--- src/rtl/pcie_scrambler_pkg.sv ---
`default_nettype none
// ============================================================================
// Module   : pcie_scrambler_pkg
// Purpose  : Symbol constants and the 8-shift Galois LFSR step shared by the
//            PCIe Gen1/Gen2 transmit scrambler.
// Revision : 1.0  initial release
// ============================================================================
package pcie_scrambler_pkg;

  localparam logic [7:0]  SYM_COM           = 8'hBC;
  localparam logic [7:0]  SYM_SKP           = 8'h1C;
  localparam logic [15:0] LFSR_SEED_DEFAULT = 16'hFFFF;
  localparam logic [15:0] LFSR_TAP_MASK     = 16'h0038;

  typedef struct packed {
    logic [15:0] lfsr;
    logic [7:0]  scr;
  } lfsr_step_t;

  // Bit i of scr is the LFSR output of shift i, so data bit 0 meets the oldest output.
  function automatic lfsr_step_t lfsr_shift8(input logic [15:0] lfsr_in);
    lfsr_step_t res;
    logic [15:0] s;
    logic        out;
    s       = lfsr_in;
    res.scr = '0;
    for (int i = 0; i < 8; i++) begin
      out        = s[15];
      res.scr[i] = out;
      s          = {s[14:0], 1'b0} ^ ({16{out}} & (LFSR_TAP_MASK | 16'h0001));
    end
    res.lfsr = s;
    return res;
  endfunction

endpackage : pcie_scrambler_pkg
`default_nettype wire

--- src/rtl/pcie_scrambler_byte_step.sv ---
`default_nettype none
// ============================================================================
// Module   : pcie_scrambler_byte_step
// Purpose  : Combinational scramble of one symbol plus the LFSR update for it.
// Revision : 1.0  initial release
// ============================================================================
module pcie_scrambler_byte_step
  import pcie_scrambler_pkg::*;
#(
  parameter logic [15:0] LFSR_SEED = LFSR_SEED_DEFAULT
) (
  input  logic [15:0] lfsr_in,
  input  logic [7:0]  data,
  input  logic        k,
  input  logic        ts,
  input  logic        dis,
  output logic [15:0] lfsr_out,
  output logic [7:0]  data_out
);

  lfsr_step_t w_step;

  assign w_step = lfsr_shift8(lfsr_in);

  // First matching rule wins; dis only suppresses the XOR, never the LFSR update.
  always_comb begin
    lfsr_out = w_step.lfsr;
    data_out = data;
    if (k && (data == SYM_COM)) begin
      lfsr_out = LFSR_SEED;
    end else if (k && (data == SYM_SKP)) begin
      lfsr_out = lfsr_in;
    end else if (!k && !ts && !dis) begin
      data_out = data ^ w_step.scr;
    end
  end

endmodule : pcie_scrambler_byte_step
`default_nettype wire

--- src/rtl/pcie_scrambler_lanes.sv ---
`default_nettype none
// ============================================================================
// Module   : pcie_scrambler_lanes
// Purpose  : NUM_BYTES-wide PCIe 8b/10b transmit scrambler with its own LFSR
//            and one clock of registered latency. Defining SCRAMBLER_DEBUG_EN
//            adds the lfsr_state_o and com_count_o debug outputs.
// Revision : 1.0  initial release
// ============================================================================
module pcie_scrambler_lanes
  import pcie_scrambler_pkg::*;
#(
  parameter int          NUM_BYTES = 4,
  parameter logic [15:0] LFSR_SEED = LFSR_SEED_DEFAULT
) (
  input  logic                   clk_i,
  input  logic                   rst_n_i,
  input  logic                   valid_i,
  input  logic [8*NUM_BYTES-1:0] data_i,
  input  logic [NUM_BYTES-1:0]   datak_i,
  input  logic [NUM_BYTES-1:0]   training_sequence_i,
  input  logic                   scramble_dis_i,
`ifdef SCRAMBLER_DEBUG_EN
  output logic [15:0]            lfsr_state_o,
  output logic [15:0]            com_count_o,
`endif
  output logic                   valid_o,
  output logic [8*NUM_BYTES-1:0] data_o,
  output logic [NUM_BYTES-1:0]   datak_o
);

  logic [15:0]            w_lfsr_chain [NUM_BYTES+1];
  logic [8*NUM_BYTES-1:0] w_data_scr;

  logic                   r_valid;
  logic [8*NUM_BYTES-1:0] r_data;
  logic [NUM_BYTES-1:0]   r_datak;
  logic [15:0]            r_lfsr;

  assign w_lfsr_chain[0] = r_lfsr;

  // Byte 0 is first on the wire, so the LFSR ripples upward through the word.
  generate
    for (genvar g = 0; g < NUM_BYTES; g++) begin : g_byte
      pcie_scrambler_byte_step #(
        .LFSR_SEED (LFSR_SEED)
      ) u_step (
        .lfsr_in  (w_lfsr_chain[g]),
        .data     (data_i[8*g +: 8]),
        .k        (datak_i[g]),
        .ts       (training_sequence_i[g]),
        .dis      (scramble_dis_i),
        .lfsr_out (w_lfsr_chain[g+1]),
        .data_out (w_data_scr[8*g +: 8])
      );
    end
  endgenerate

  always_ff @(posedge clk_i or negedge rst_n_i) begin
    if (!rst_n_i) begin
      r_valid <= 1'b0;
      r_data  <= '0;
      r_datak <= '0;
      r_lfsr  <= LFSR_SEED;
    end else begin
      r_valid <= valid_i;
      if (valid_i) begin
        r_data  <= w_data_scr;
        r_datak <= datak_i;
        r_lfsr  <= w_lfsr_chain[NUM_BYTES];
      end
    end
  end

  assign valid_o = r_valid;
  assign data_o  = r_data;
  assign datak_o = r_datak;

`ifdef SCRAMBLER_DEBUG_EN
  logic [NUM_BYTES-1:0] w_com_hit;
  logic [4:0]           w_com_inc;
  logic [16:0]          w_com_sum;
  logic [15:0]          r_com_count;

  generate
    for (genvar g = 0; g < NUM_BYTES; g++) begin : g_com_hit
      assign w_com_hit[g] = datak_i[g] && (data_i[8*g +: 8] == SYM_COM);
    end
  endgenerate

  always_comb begin
    w_com_inc = '0;
    for (int i = 0; i < NUM_BYTES; i++) begin
      w_com_inc = w_com_inc + {4'b0000, w_com_hit[i]};
    end
  end

  assign w_com_sum = {1'b0, r_com_count} + {12'b0, w_com_inc};

  always_ff @(posedge clk_i or negedge rst_n_i) begin
    if (!rst_n_i) begin
      r_com_count <= '0;
    end else if (valid_i) begin
      r_com_count <= w_com_sum[16] ? 16'hFFFF : w_com_sum[15:0];
    end
  end

  assign lfsr_state_o = r_lfsr;
  assign com_count_o  = r_com_count;
`endif

endmodule : pcie_scrambler_lanes
`default_nettype wire

--- config.mk ---
export PLATFORM = sky130hd
export DESIGN_NAME = pcie_scrambler_lanes
export DESIGN_NICKNAME = d
export VERILOG_FILES = /design/src/rtl/pcie_scrambler_pkg.sv /design/src/rtl/pcie_scrambler_byte_step.sv /design/src/rtl/pcie_scrambler_lanes.sv
export SDC_FILE = /design/constraint.sdc
export NUM_CORES = 1
export LEC_CHECK = 0
export BUFFER_PORTS_ARGS = -buffer_cell sky130_fd_sc_hd__buf_4
export CAP_MARGIN = 25
export CORE_MARGIN = 1
export CORE_UTILIZATION = 35
export CTS_BUF_LIST = sky130_fd_sc_hd__clkbuf_8
export CTS_CLUSTER_SIZE = 20
export DETAILED_ROUTE_END_ITERATION = 10
export PLACE_DENSITY = 0.5
export SYNTH_ARGS = -nofsm -noshare
export SYNTH_HDL_FRONTEND = slang
export SYNTH_HIERARCHICAL = 1
export SYNTH_SLANG_ARGS = --single-unit
--- constraint.sdc ---
create_clock -name clk_i -period 4.7 [get_ports clk_i]
set_input_delay 0 -clock clk_i [delete_from_list [all_inputs] [get_ports clk_i]]
set_output_delay 0 -clock clk_i [all_outputs]
set_load 0.05 [all_outputs]
==> impl_metrics.toml <==
[outcome]
status = "completed"

[clock_network]
cts_tree = "built"
cts_resized = 0
htreeDepth = 2
cts_made_buffers = 5
insertion_delay_ps = 340
cts_sinks = 53
postCtsSetupRepairBufs = 0
clockBufferDepth = 2
clk_pin_slew_ps = 110
cts_root_buffer = "clkbuf_8"
postCtsHoldBufs = 13

[synth]
avgSynthCellArea_sq_um = 9.735
yosysSeqAreaShare = 0.2685
ys_seq_elements = 53
synthTopCellsByArea = "dfrtp_1 (18%), mux2_4 (15%), xnor2_1 (14%)"
ys_warn_count = 6
syn_inst = 515
synth_area_sq_um = 5014
syn_nets = 559
synth_top_area_share = 0.1847
yosysUniqueCellTypes = 32
yosysTopAreaCell = "dfrtp_1"

[floorplan]
die-area_sq_um = 14810
start_util = 0.3598
ios = 81
die_h_um = 121.7
coreArea_sq_um = 13930
die_w_um = 121.7
rows = 43

[run]
max_cap_viol_count = 0

[route]
drtPass1Iterations = 5
routedWlPerCell_um = 17.81
drtAntennaViolNets = 0
vias_per_cell = 5.126
vias = 3865
drc = 0
wl_um = 13430
drt_iter0_markers = 227

[place]
gp_congestion = 0.8774
hpwl_um = 9790
dp_slack_ps = 1059
io_buffers = 80

[setup_path]
crit_start = "data_i[6]"
cp.required_ps = 4980
cp-start-kind = "input pin"
cp-end-kind = "flop"
reg2reg_from = "r_lfsr[13]"
critPathArrivalTime_ps = 4140
path_class = "input pin to flop"
critPathMaxFanout = 6
cpPeakStageDelay_ps = 640
critPathSlowestCell = "a221oi_1"
worstPathCellList = "dlygate4sd3_1 > buf_4 > and4b_1 > nand3_2 > a221oi_1 > nor2_1 > a221oi_1 > xnor2_1 > xnor2_1 > o32a_1 > xor2_1 > xor2_1 > o32a_1 > mux2_4"

[cells_and_area]
multi_input_area_sq_um = 3216
final_cell_mix = "buf_4 (92), xnor2_1 (80), nor2_1 (60)"
layout_commonest_cell = "buf_4"
ff_latch_area_sq_um = 1346
area_delta_synth_final_pct = 15.52
final_layout_size_suffix_gt1_frac = 0.3275
n_antenna_cell = 0
n_fill_cell = 1352
nets = 617

[sta]
setup_slack_ps = 846.9
fmax_ghz = 0.2595
finalCritPeriodShare = 0.8198
tightest_slew_ps = 962.2
setup_viol = 0
slew_violations = 0
skew_ps = 10.12
maxSlewHeadroom = 0.3585
tns_ps = 0
hold_viol = 0
rsz0062_at_grt = "no"
layout_min_cycle_time_ps = 3853

[min_path]
hp-class = "input pin to flop"
hp-start = "data_i[19]"

[global_route]
grt_usage = 0.1873
grt_pass1_wl_um = 21130
grt_start_max_net_pins = 54
grt_antenna_before_repair = 0
grt_pass1_vias = 3871
grt.overflow.total = 0
## worst paths after layout
path | endpoint | slack (ps) | cells past startpoint
hold reg to reg | data_o[4] | 530 | 1
min in group asynchronous | data_o[1] | 240 | 2
hold / removal | data_o[19] | 20 | 3
max in group asynchronous | data_o[20] | 4010 | 2
setup / recovery | r_lfsr[4] | 850 | 14
setup reg to reg | r_lfsr[4] | 1010 | 12
## critical path: cells and delay by family
kind                      cells  cell delay [ps]
muxes                         1              260
and+or+nand+nor               3              660
buffers and inverters         2              670
AOI/OAI and AO/OA             4             1800
xor gates and xnor gates      4              740
## synth_stat cells
library cell and instances:
mux2_4 50, or3b_1 4, nand4b_1 4, clkbuf_2 20, nand2b_1 8, buf_4 8, nor3_2 4, nand2_2 4
buf_6 1, buf_12 5, buf_2 12, dfrtp_1 37, xnor2_1 80, a221oi_1 24, nor2_2 4, or2_1 4
nor3b_4 4, inv_1 24, nor4_1 4, and4_1 4, and4b_1 4, dfstp_2 16, a31oi_1 8, nor3_1 4
xor2_1 36, mux2_2 2, clkbuf_1 8, nand3_2 4, nand2_1 32, a211oi_1 4, o32a_1 32, nor2_1 60
## metrics by stage
stage               hold slack [ps]  area [sq um]  cells  utilization
floorplan                    -295.6          5014    515            -
global placement              96.03          5568    733       0.3996
detailed placement            106.6          5568    733       0.3996
CTS                           1.132          5792    754       0.4156
global route                  3.689          5792    754       0.4156
finish                        18.20          5792    754       0.4156
## cell type report
| cell class | count | area share |
|---|---|---|
| clock buffer | 5 | 0.01188 |
| clock inverter | 3 | 0.004321 |
| inverter | 24 | 0.01555 |
| multi-input combinational | 384 | 0.5552 |
| sequential | 53 | 0.2324 |
| tap | 180 | 0.03889 |
| timing repair buffer | 105 | 0.1417 |
## routing by layer
layer  part of all wire  GRT usage  vias up
met2               0.45     0.2866      110
met3              0.041    0.03558       14
met1               0.50     0.2641     1847
li1                   -          -     1894
met5                  0          0        -
met4              0.017    0.05864        0
## cells by family (layout without fill, tap and decap cells)
family / Yosys count / count (layout) / synth area share
XOR/XNOR: 116 / 116 / 0.2026
AND/OR/NAND/NOR: 148 / 148 / 0.1627
AO/OA/AOI/OAI: 68 / 68 / 0.1218
flip-flops: 53 / 53 / 0.2685
buffers and inverters: 78 / 137 / 0.09010
multiplexers: 52 / 52 / 0.1542
## registers in the layout, indices dropped and copies added (netlist names)
name / count
r_lfsr: 16
datak_o: 4
data_o: 32
valid_o: 1
Power is left out: the tool's default activity adds up to more than one toggle a clock period on the data nets, which glitch-free logic cannot reach.
